**src/rtl/imem_pkg.sv**
```systemverilog
// rtl/imem_pkg.sv - shared types and constants for the instruction-fetch sequencer
package imem_pkg;

  localparam int INSTR_W = 32;
  localparam logic [INSTR_W-1:0] NOP_INSTR = 32'h0000_0013;

  typedef enum logic [1:0] {
    IDLE  = 2'b00,
    FETCH = 2'b01,
    FAULT = 2'b10
  } fetch_state_t;

  typedef enum logic [1:0] {
    NONE     = 2'b00,
    MISALIGN = 2'b01,
    OOR      = 2'b10
  } fault_cause_t;

endpackage

```
**src/rtl/fetch_fifo.sv**
```systemverilog
// rtl/fetch_fifo.sv - synchronous {pc, instr} buffer between fetch and decode, with flush
module fetch_fifo #(
  parameter int DEPTH = 2,
  parameter int W     = 64,
  localparam int AW   = $clog2(DEPTH)
) (
  input  logic          clk,
  input  logic          rst,
  input  logic          push,
  input  logic          pop,
  input  logic          flush,
  input  logic [W-1:0]  wdata,
  output logic [W-1:0]  rdata,
  output logic          full,
  output logic          empty,
  output logic [AW:0]   count
);

  localparam logic [AW:0] FULL_COUNT = (AW+1)'(DEPTH);

  logic [W-1:0]  mem_q [DEPTH];
  logic [AW-1:0] rd_ptr_q;
  logic [AW-1:0] wr_ptr_q;
  logic [AW:0]   count_q;
  logic          do_push;
  logic          do_pop;

  // Flush wins over both ports; a push into a full buffer is only legal alongside a pop.
  assign do_pop  = pop && !empty && !flush;
  assign do_push = push && (!full || do_pop) && !flush;

  assign full  = (count_q == FULL_COUNT);
  assign empty = (count_q == '0);
  assign count = count_q;
  assign rdata = mem_q[rd_ptr_q];

  // Pointer and occupancy bookkeeping; pointers wrap naturally since DEPTH is a power of two.
  always_ff @(posedge clk or posedge rst) begin
    if (rst) begin
      rd_ptr_q <= '0;
      wr_ptr_q <= '0;
      count_q  <= '0;
    end else if (flush) begin
      rd_ptr_q <= '0;
      wr_ptr_q <= '0;
      count_q  <= '0;
    end else begin
      if (do_push) wr_ptr_q <= wr_ptr_q + 1'b1;
      if (do_pop)  rd_ptr_q <= rd_ptr_q + 1'b1;
      case ({do_push, do_pop})
        2'b10:   count_q <= count_q + 1'b1;
        2'b01:   count_q <= count_q - 1'b1;
        default: ;
      endcase
    end
  end

  // Storage needs no reset: an empty buffer never exposes its contents.
  always_ff @(posedge clk) begin
    if (do_push) mem_q[wr_ptr_q] <= wdata;
  end

endmodule

```
**src/rtl/imem_fetch_ctrl.sv**
```systemverilog
// rtl/imem_fetch_ctrl.sv - fetch sequencer: PC, imem address, decode buffer, fault halt (FETCH_PERF_EN adds counters)
module imem_fetch_ctrl
  import imem_pkg::*;
#(
  parameter logic [31:0] RESET_PC   = 32'h0000_0000,
  parameter int unsigned IMEM_BYTES = 1024,
  parameter int          FIFO_DEPTH = 2
) (
  input  logic               clk,
  input  logic               rst,
  input  logic               en,
  output logic [31:0]        imem_addr,
  input  logic [INSTR_W-1:0] imem_instr,
  input  logic               redirect_valid,
  input  logic [31:0]        redirect_pc,
  output logic               if_valid,
  input  logic               if_ready,
  output logic [INSTR_W-1:0] if_instr,
  output logic [31:0]        if_pc,
  output logic               fault,
  output logic [1:0]         fault_cause,
  output logic [31:0]        fault_pc
`ifdef FETCH_PERF_EN
  ,
  output logic [31:0]        perf_fetched,
  output logic [31:0]        perf_stall
`endif
);

  localparam int          CW         = $clog2(FIFO_DEPTH) + 1;
  localparam logic [31:0] IMEM_LIMIT = 32'(IMEM_BYTES);

  fetch_state_t state_q, state_d;
  fault_cause_t cause_q, cause_d;
  logic [31:0]  pc_q, pc_d;
  logic         fault_q, fault_d;
  logic [31:0]  fault_pc_q, fault_pc_d;
  logic [2*INSTR_W-1:0] hold_q;

  logic                 fifo_push;
  logic                 fifo_pop;
  logic                 fifo_full;
  logic                 fifo_empty;
  logic [CW-1:0]        fifo_count;
  logic [2*INSTR_W-1:0] fifo_rdata;

  assign fifo_pop = !fifo_empty && if_ready;

  fetch_fifo #(
    .DEPTH (FIFO_DEPTH),
    .W     (2*INSTR_W)
  ) u_fifo (
    .clk   (clk),
    .rst   (rst),
    .push  (fifo_push),
    .pop   (fifo_pop),
    .flush (redirect_valid),
    .wdata ({pc_q, imem_instr}),
    .rdata (fifo_rdata),
    .full  (fifo_full),
    .empty (fifo_empty),
    .count (fifo_count)
  );

  assert property (@(posedge clk) disable iff (rst) fifo_empty == (fifo_count == '0));

  assign imem_addr   = pc_q;
  assign if_valid    = !fifo_empty;
  // While the buffer is empty decode sees the last head it was shown.
  assign {if_pc, if_instr} = fifo_empty ? hold_q : fifo_rdata;
  assign fault       = fault_q;
  assign fault_cause = cause_q;
  assign fault_pc    = fault_pc_q;

  // Next-state: redirect overrides everything; FETCH faults before it pushes.
  always_comb begin
    state_d    = state_q;
    pc_d       = pc_q;
    fault_d    = fault_q;
    cause_d    = cause_q;
    fault_pc_d = fault_pc_q;
    fifo_push  = 1'b0;
    if (redirect_valid) begin
      pc_d    = redirect_pc;
      fault_d = 1'b0;
      cause_d = NONE;
      state_d = en ? FETCH : IDLE;
    end else begin
      case (state_q)
        IDLE: begin
          if (en) state_d = FETCH;
        end
        FETCH: begin
          if (!en) begin
            state_d = IDLE;
          end else if (pc_q[1:0] != 2'b00) begin
            state_d    = FAULT;
            fault_d    = 1'b1;
            cause_d    = MISALIGN;
            fault_pc_d = pc_q;
          end else if (pc_q >= IMEM_LIMIT) begin
            state_d    = FAULT;
            fault_d    = 1'b1;
            cause_d    = OOR;
            fault_pc_d = pc_q;
          end else if (!fifo_full || fifo_pop) begin
            fifo_push = 1'b1;
            pc_d      = pc_q + 32'd4;
          end
        end
        FAULT: ;
        default: state_d = IDLE;
      endcase
    end
  end

  // State, PC and fault registers; hold_q tracks the head shown to decode.
  always_ff @(posedge clk or posedge rst) begin
    if (rst) begin
      state_q    <= IDLE;
      pc_q       <= RESET_PC;
      fault_q    <= 1'b0;
      cause_q    <= NONE;
      fault_pc_q <= '0;
      hold_q     <= '0;
    end else begin
      state_q    <= state_d;
      pc_q       <= pc_d;
      fault_q    <= fault_d;
      cause_q    <= cause_d;
      fault_pc_q <= fault_pc_d;
      if (!fifo_empty) hold_q <= fifo_rdata;
    end
  end

`ifdef FETCH_PERF_EN
  logic [31:0] perf_fetched_q;
  logic [31:0] perf_stall_q;

  // Pushes and FETCH cycles blocked by a full buffer; redirects leave both running.
  always_ff @(posedge clk or posedge rst) begin
    if (rst) begin
      perf_fetched_q <= '0;
      perf_stall_q   <= '0;
    end else begin
      if (fifo_push) perf_fetched_q <= perf_fetched_q + 32'd1;
      if (state_q == FETCH && fifo_full && !fifo_pop) perf_stall_q <= perf_stall_q + 32'd1;
    end
  end

  assign perf_fetched = perf_fetched_q;
  assign perf_stall   = perf_stall_q;
`endif

endmodule

```
**config.mk**
```make
export PLATFORM = sky130hd
export DESIGN_NAME = imem_fetch_ctrl
export DESIGN_NICKNAME = d
export VERILOG_FILES = /design/src/rtl/imem_pkg.sv /design/src/rtl/fetch_fifo.sv /design/src/rtl/imem_fetch_ctrl.sv
export SDC_FILE = /design/constraint.sdc
export NUM_CORES = 1
export LEC_CHECK = 0
export CAP_MARGIN = 20
export CORE_UTILIZATION = 46
export CTS_BUF_LIST = sky130_fd_sc_hd__clkbuf_16
export CTS_CLUSTER_DIAMETER = 60
export CTS_CLUSTER_SIZE = 16
export DETAILED_ROUTE_END_ITERATION = 7
export PLACE_DENSITY = 0.76
export REMOVE_ABC_BUFFERS = 1
export SLEW_MARGIN = 20
export SYNTH_ARGS = -nofsm -noshare
export SYNTH_HDL_FRONTEND = slang
export SYNTH_SLANG_ARGS = --single-unit
```
**constraint.sdc**
```tcl
create_clock -name clk -period 7.05 [get_ports clk]
set_input_delay 0.705 -clock clk [delete_from_list [all_inputs] [get_ports clk]]
set_output_delay 0.705 -clock clk [all_outputs]
set_load 0.05 [all_outputs]
```
* After elaboration in Yosys (flattened, before gate mapping)
Memories as Yosys holds them, arrays and structs flattened.
Index checks and enable logic that the tools add are counted.
** Cells by class
- Reduce and logical (&&, ||, !) cells :: 25
- Eq/ne operators :: 10
- Add/sub/neg operators :: 5
- Mux-type cells :: 39
- Magnitude comparators :: 1
- Bitwise logic cells :: 1
** Operator list (number)
- two-way mux 32 bit :: 8
- two-way mux 64 bit :: 1
- adder 32 x 3 -> 32 bit (second input constant) :: 1
- >= comparator 32 x 11 -> 1 bit (second input constant) :: 1
- two-way mux 2 bit :: 10
- two-way mux 1 bit :: 18
- nonzero test 2 bit :: 7
- == test 2 bit (second input constant) :: 3
- != test 2 bit (second input constant) :: 3
- case mux 2 bit (3 select lines) :: 1
- AND reduction 3 bit :: 2
- nonzero test 3 bit :: 2
- logical AND 1 bit :: 5
- != test 5 bit (second input constant) :: 1
- AND reduction 5 bit :: 1
- == test 2 x 1 -> 1 bit (second input constant) :: 2
- logical NOT 2 bit :: 2
- case mux 2 bit (2 select lines) :: 1
- AND reduction 4 bit :: 1
- logical NOT 1 bit :: 3
- != test 3 bit (second input constant) :: 1
- adder 1 bit (second input constant) :: 2
- adder 2 x 1 -> 2 bit (second input constant) :: 1
- logical OR 1 bit :: 2
- other kinds (2) :: 2
** Word-level totals
- Register bits after elaboration :: 137
- Logic and storage cells :: 91
- Memories :: 1
- Memory bits (writable) :: 128
- Input port bits :: 69
- Output and inout port bits :: 132
** Memories
- u_fifo.mem_q :: depth 2, bits a word 64, rd ports 1, clocked after Yosys merged registers in 0, wr ports 1, line fetch_fifo.sv:21 : logic [W-1:0] mem_q [DEPTH];

* Depth between registers and ports, before layout
- Depth in word-level cells :: 15
- Gate-level depth with buffers :: 6
- Gate-level depth less buffers :: 5

* Cells and area by module
Synthesis repeated with hierarchy kept, for this count alone.
** Second synthesis, totals
- Cells, all modules :: 591
- Area total of the unflattened synthesis :: 10376.2 um^2
** Modules (own cells, without submodules)
- imem_fetch_ctrl :: times used 1, cells an instance 362, area each 5516.5 um^2, sequential area each 3328.2 um^2
- fetch_fifo :: times used 1, cells an instance 229, area each 4859.7 um^2, sequential area each 3943.8 um^2

* Worst setup path after synthesis
No wires, ideal clock.
- Path type :: register to register
- Start :: register pc_q[28] (netlist: imem_addr[28])
- End :: memory u_fifo.mem_q[1][0] (enable)
- Arrival :: 6260 ps
- Period minus slack after synthesis :: 6838 ps
- Path slack :: 212 ps
- Path buffers :: 1
- Data required time :: 6472 ps
- Cell stages (with the launch flop) :: 6
- Setup time :: 578 ps
- Cells stage by stage :: dfrtp_1 -> nor4_1 -> and4_1 -> buf_2 -> nand3_1 -> nor3b_1
** Between the ends
- Cells in the longest elaborated chain, start to end :: 10
** Ends and longest elaborated chain
- from (decl) :: line imem_fetch_ctrl.sv:35 : logic [31:0] pc_q, pc_d;
- from (signal assigned) :: line imem_fetch_ctrl.sv:128 : pc_q <= pc_d;
- >= comparator 32 x 11 -> 1 bit :: line imem_fetch_ctrl.sv:101 : end else if (pc_q >= IMEM_LIMIT) begin
- two-way mux 1 bit :: line imem_fetch_ctrl.sv:101
- two-way mux 1 bit :: line imem_fetch_ctrl.sv:96 : end else if (pc_q[1:0] != 2'b00) begin
- two-way mux 1 bit :: line imem_fetch_ctrl.sv:94 : if (!en) begin
- two-way mux 1 bit :: line imem_fetch_ctrl.sv:89 : case (state_q)
- two-way mux 1 bit :: line imem_fetch_ctrl.sv:83 : if (redirect_valid) begin
- logical AND 1 bit (2 in a row) :: line fetch_fifo.sv:30 : assign do_push = push && (!full || do_pop) && !flush;
- two-way mux 1 bit :: line fetch_fifo.sv:60 : if (do_push) mem_q[wr_ptr_q] <= wdata;
- two-way mux 1 bit (not written as such) :: line fetch_fifo.sv:60
- to (decl) :: line fetch_fifo.sv:21
No other way between the ends.

* Worst setup path in the final report
- Start :: register u_fifo.count_q[1] (netlist: u_fifo.count[1])
- End :: output port if_pc[9]
** Between the ends
- Cells in the longest elaborated chain, start to end :: 2
** Ends and longest elaborated chain
- from (decl) :: line fetch_fifo.sv:24 : logic [AW:0] count_q;
- from (signal assigned) :: line fetch_fifo.sv:51 : 2'b10: count_q <= count_q + 1'b1;
- from (signal assigned) :: line fetch_fifo.sv:52 : 2'b01: count_q <= count_q - 1'b1;
- logical NOT 2 bit :: line fetch_fifo.sv:33 : assign empty = (count_q == '0);
- two-way mux 64 bit
- to (decl) :: line imem_fetch_ctrl.sv:19 : output logic [31:0] if_pc,
No other way between the ends.

==> impl_table.tex <==
\begin{tabular}{lr}
\hline
Metric & Value \\
\hline
\multicolumn{2}{l}{\textbf{Floorplan}} \\
Initial standard-cell utilization of the core & 0.472 \\
Core area & 0.0211 sq mm \\
Floorplan die area & 0.0222 sq mm \\
Number of placed I/O pins & 201 \\
Core Rows & 53 \\
Die Ht & 149 um \\
Die Span X & 149 um \\
\multicolumn{2}{l}{\textbf{Timing}} \\
Hold Violations, Final & 0 \\
Setup TNS & 0 ns \\
Number of max-slew violations in the final report & 0 \\
Headroom to the max-slew limit & 0.351 \\
Setup violators final & 0 \\
Final Skew & 0.0144 ns \\
Period utilization & 0.588 \\
Crit path time final & 4.14 ns \\
Slew of the pin with the lowest slew margin & 0.974 ns \\
RSZ-0062 raised after global routing & no \\
Achievable Freq & 0.241 GHz \\
\multicolumn{2}{l}{\textbf{Place}} \\
Port Buffers & 200 \\
Final GP Congestion & 0.851 \\
Cell total after placement & 1109 \\
Detailed placer's ending HPWL & 13300 um \\
Dpl cell area & 0.0122 sq mm \\
\multicolumn{2}{l}{\textbf{Clock tree}} \\
Hold-fix buffers, CTS & 0 \\
Post-CTS setup buffers & 0 \\
CTS tree & done \\
Root buffer selected by CTS & sky130\_fd\_sc\_hd\_\_clkbuf\_16 \\
Clock buffer depth & 3 \\
Clock sinks & 265 \\
Clock insertion delay at the later pin of the skew report & 0.50 ns \\
CTS resizes & 0 \\
H-tree levels & 1 \\
Number of CTS-inserted buffers & 20 \\
CTS clock-pin slew for the worst setup and hold paths & 0.08 ns \\
\multicolumn{2}{l}{\textbf{Synth}} \\
Syn\_area\_per\_cell & 15.0 sq um \\
Proportion of synthesized area in mux cells & 0.124 \\
Cell with the most instances after synthesis & sky130\_fd\_sc\_hd\_\_dfrtp\_1 \\
Top FF cell, synth & sky130\_fd\_sc\_hd\_\_dfrtp\_1 \\
Synth Area in Simple Gates & 0.0605 \\
Cell types with the highest counts after synthesis & sky130\_fd\_sc\_hd\_\_dfrtp\_1, sky130\_fd\_sc\_hd\_\_edfxtp\_1, sky130\_fd\_sc\_hd\_\_a21oi\_1 \\
Total standard cell area after synthesis & 0.00995 sq mm \\
Unique cell type count in the Yosys netlist & 45 \\
Post-synth top area cell & sky130\_fd\_sc\_hd\_\_edfxtp\_1 \\
Portion of synthesized cell area occupied by the leading cell type & 0.386 \\
Post-synthesis share of cell area spent on xor and xnor gates & 0.000880 \\
Async SR Flop Fraction & 0.517 \\
Top cells by area, synth & sky130\_fd\_sc\_hd\_\_edfxtp\_1, sky130\_fd\_sc\_hd\_\_dfrtp\_1, sky130\_fd\_sc\_hd\_\_mux2i\_1 \\
Sequential fraction of the synthesis area & 0.731 \\
Yosys reg bits & 265 \\
Arithmetic-cell share of the synthesized area counting full adders, half adders and majority gates & 0.00251 \\
YS warnings & 0 \\
Largest family of logic cells by synthesized area & multiplexers \\
Cells after synthesis & 664 \\
Compound-Gate Fraction of Synth Area & 0.0617 \\
Post-synth EDFFs & 128 \\
\multicolumn{2}{l}{\textbf{Pwr}} \\
Switching power share of the total & 0.279 \\
Power density cells & 268 mW/mm\^{}2 \\
Peak ir drop on the vdd network & 170 uV \\
Clock power share & 0.303 \\
Gate power share & 0.179 \\
Switching component of the power & 956 uW \\
Static leakage & 0.00479 uW \\
Internal power summed over all cells & 2470 uW \\
Relative contribution of sequential cells to total power & 0.518 \\
\multicolumn{2}{l}{\textbf{Worst hold path}} \\
WHS Endpoint & fault\_pc[4] \\
Critical hold path startpoint & fault\_pc[4] \\
Tightest Hold Check Type & reg -> reg \\
Hold depth & 1 \\
\multicolumn{2}{l}{\textbf{Setup path}} \\
Startpoint types & flop \\
Number of gates on the worst path with buffers counted & 5 \\
Critical R2R Capture & fault\_pc[14] \\
Delay-heaviest family, CP & buffers and inverters \\
Register-to-register setup slack & 3.73 ns \\
Depth of the worst register-to-register path & 5 \\
Cell type of the slowest stage on the worst timing path & sky130\_fd\_sc\_hd\_\_clkdlybuf4s50\_1 \\
Startpoint of the lowest-slack register-to-register path & imem\_addr[29] \\
Worst Setup End Kind & output pin \\
Signal arrival time at the worst endpoint & 3.44 ns \\
Type of the worst setup path & reg -> out \\
Required time of the worst setup path & 6.34 ns \\
Largest fanout on the critical path & 96 \\
Sum of buffers and inverters on the critical path & 2 \\
Max incr delay on CP & 0.86 ns \\
Critical Path, Cell by Cell & or2\_4, buf\_4, nor2\_1, a21oi\_1, clkdlybuf4s50\_1 \\
\multicolumn{2}{l}{\textbf{Drt}} \\
Wire length on met1 & 9000 um \\
Routed wirelength normalized by instance count & 18.7 um \\
Routed length on met2 & 10300 um \\
Number of vias per cell & 5.33 \\
Met3 wirelength from detailed routing & 1670 um \\
Number of search-and-repair iterations in the first detailed-routing pass & 4 \\
Total routed wirelength & 21400 um \\
Final ANT Viol Nets & 0 \\
Number of remaining DRC errors & 0 \\
Max Used Layer & met4 \\
Vias after detailed routing & 6092 \\
DR iter-0 viols & 316 \\
\multicolumn{2}{l}{\textbf{GRT}} \\
Pin count of the biggest net entering global routing & 97 \\
Global-route wire length before repair & 33100 um \\
GRT Total Usage & 0.192 \\
Remaining global-route overflow & 0 \\
Number of antenna violations at the first check in global routing & 0 \\
Via count of the first global-routing pass & 6148 \\
\multicolumn{2}{l}{\textbf{Status}} \\
Result of the run & finished clean \\
\multicolumn{2}{l}{\textbf{Layout}} \\
Nets & 927 \\
Share of final-layout standard cells stronger than drive strength 1 & 0.101 \\
Diode insertion count for antenna repair & 0 \\
Fin cells & 1144 \\
Design Area, Final & 0.0128 sq mm \\
Relative area change from synthesis to final layout & 28.5\% \\
\multicolumn{2}{l}{\textbf{Flow run}} \\
Total of max-cap violations & 0 \\
\hline
\end{tabular}
==> kinds of logic after synthesis <==
family,Yosys count
buffers and inverters,45
adder cells (fa/ha/maj),2
flip-flops,265
multiplexers,117
XOR/XNOR,1
AND/OR/NAND/NOR,129
AO/OA/AOI/OAI,105
==> power by group through the flow <==
stage	clock (uW)	sequential, uW	combinational [uW]
after floorplan	0	2060	105
after CTS	1060	1780	617
after detailed placement	0	1810	614
final	1040	1770	613
after global placement	0	1800	609
after global routing	1120	1790	636
==> worst reg2reg max path, stage by stage (launching register included) <==
cell	delay, ns
sky130_fd_sc_hd__dfrtp_1	0.47
sky130_fd_sc_hd__nor4_1	0.53
sky130_fd_sc_hd__nand4_1	0.66
sky130_fd_sc_hd__o211ai_4	0.69
sky130_fd_sc_hd__buf_4	0.46
sky130_fd_sc_hd__mux2_2	0.39
==> cells in the final DEF (no fill, tap or decap), drive strengths merged, types with 2 or more instances in the layout <==
cell type	count
o21a	2
a21oi	73
nor2	70
clkbuf	21
o211ai	4
clkinv	3
a31oi	4
nand4	8
ha	2
a32o	3
o31ai	6
clkdlybuf4s50	199
dfrtp	137
nor4	9
nor3	6
nor3b	3
inv	19
buf	8
nand3	7
mux2	53
mux2i	64
o21ai	3
nand2	10
nor2b	7
o311ai	3
edfxtp	128
==> per-layer routing <==
layer | vias to the layer above | GRT usage
li1 | 2831 | -
met1 | 3018 | 0.253
met2 | 213 | 0.324
met3 | 30 | 0.0474
met4 | 0 | 0.0403
met5 | - | 0
==> through the flow <==
stage / worst slack (ns) / total power, uW / util / hold slack (ns)
after floorplan: 0.190 / 2170 / - / 0.461
after global placement: 3.49 / 2410 / 0.579 / 0.474
after detailed placement: 3.37 / 2420 / 0.579 / 0.484
after CTS: 2.93 / 3460 / 0.607 / 0.495
after global routing: 2.70 / 3540 / 0.607 / 0.502
final: 2.91 / 3420 / 0.607 / 0.494
==> worst max-delay path by stage <==
| stage | endpoint | start | slack (ns) |
|---|---|---|---|
| 3_3_place_gp | u_fifo.mem_q[1][61] | if_ready | 3.49 |
| 5_1_grt | if_pc[6] | u_fifo.count[1] | 2.70 |
| 4_1_cts | if_pc[25] | u_fifo.count[1] | 2.93 |
| 6_report | if_pc[9] | u_fifo.count[1] | 2.91 |
| 2_1_floorplan | u_fifo.mem_q[1][0] | imem_addr[28] | 0.19 |
| 3_5_place_dp | u_fifo.mem_q[1][25] | if_ready | 3.37 |
==> final cells by class <==
class | count | area, sq um
Multi-Input combinational cell | 354 | 2510
Fill cell | 1646 | 8300
Clock inverter | 14 | 53.8
Sequential cell | 265 | 7280
Clock buffer | 21 | 526
Inverter | 8 | 35.0
Tap cell | 275 | 344
Timing Repair Buffer | 207 | 2050
==> state kept, by name (all words and copies together), names as in the netlist <==
signal,flops
u_fifo.rd_ptr_q,1
fault_cause,2
imem_addr,32
u_fifo.count,2
fault_pc,32
hold_q,64
state_q,2
u_fifo.mem_q,128
u_fifo.wr_ptr_q,1
fault,1
(Power assumes the default switching activity.)
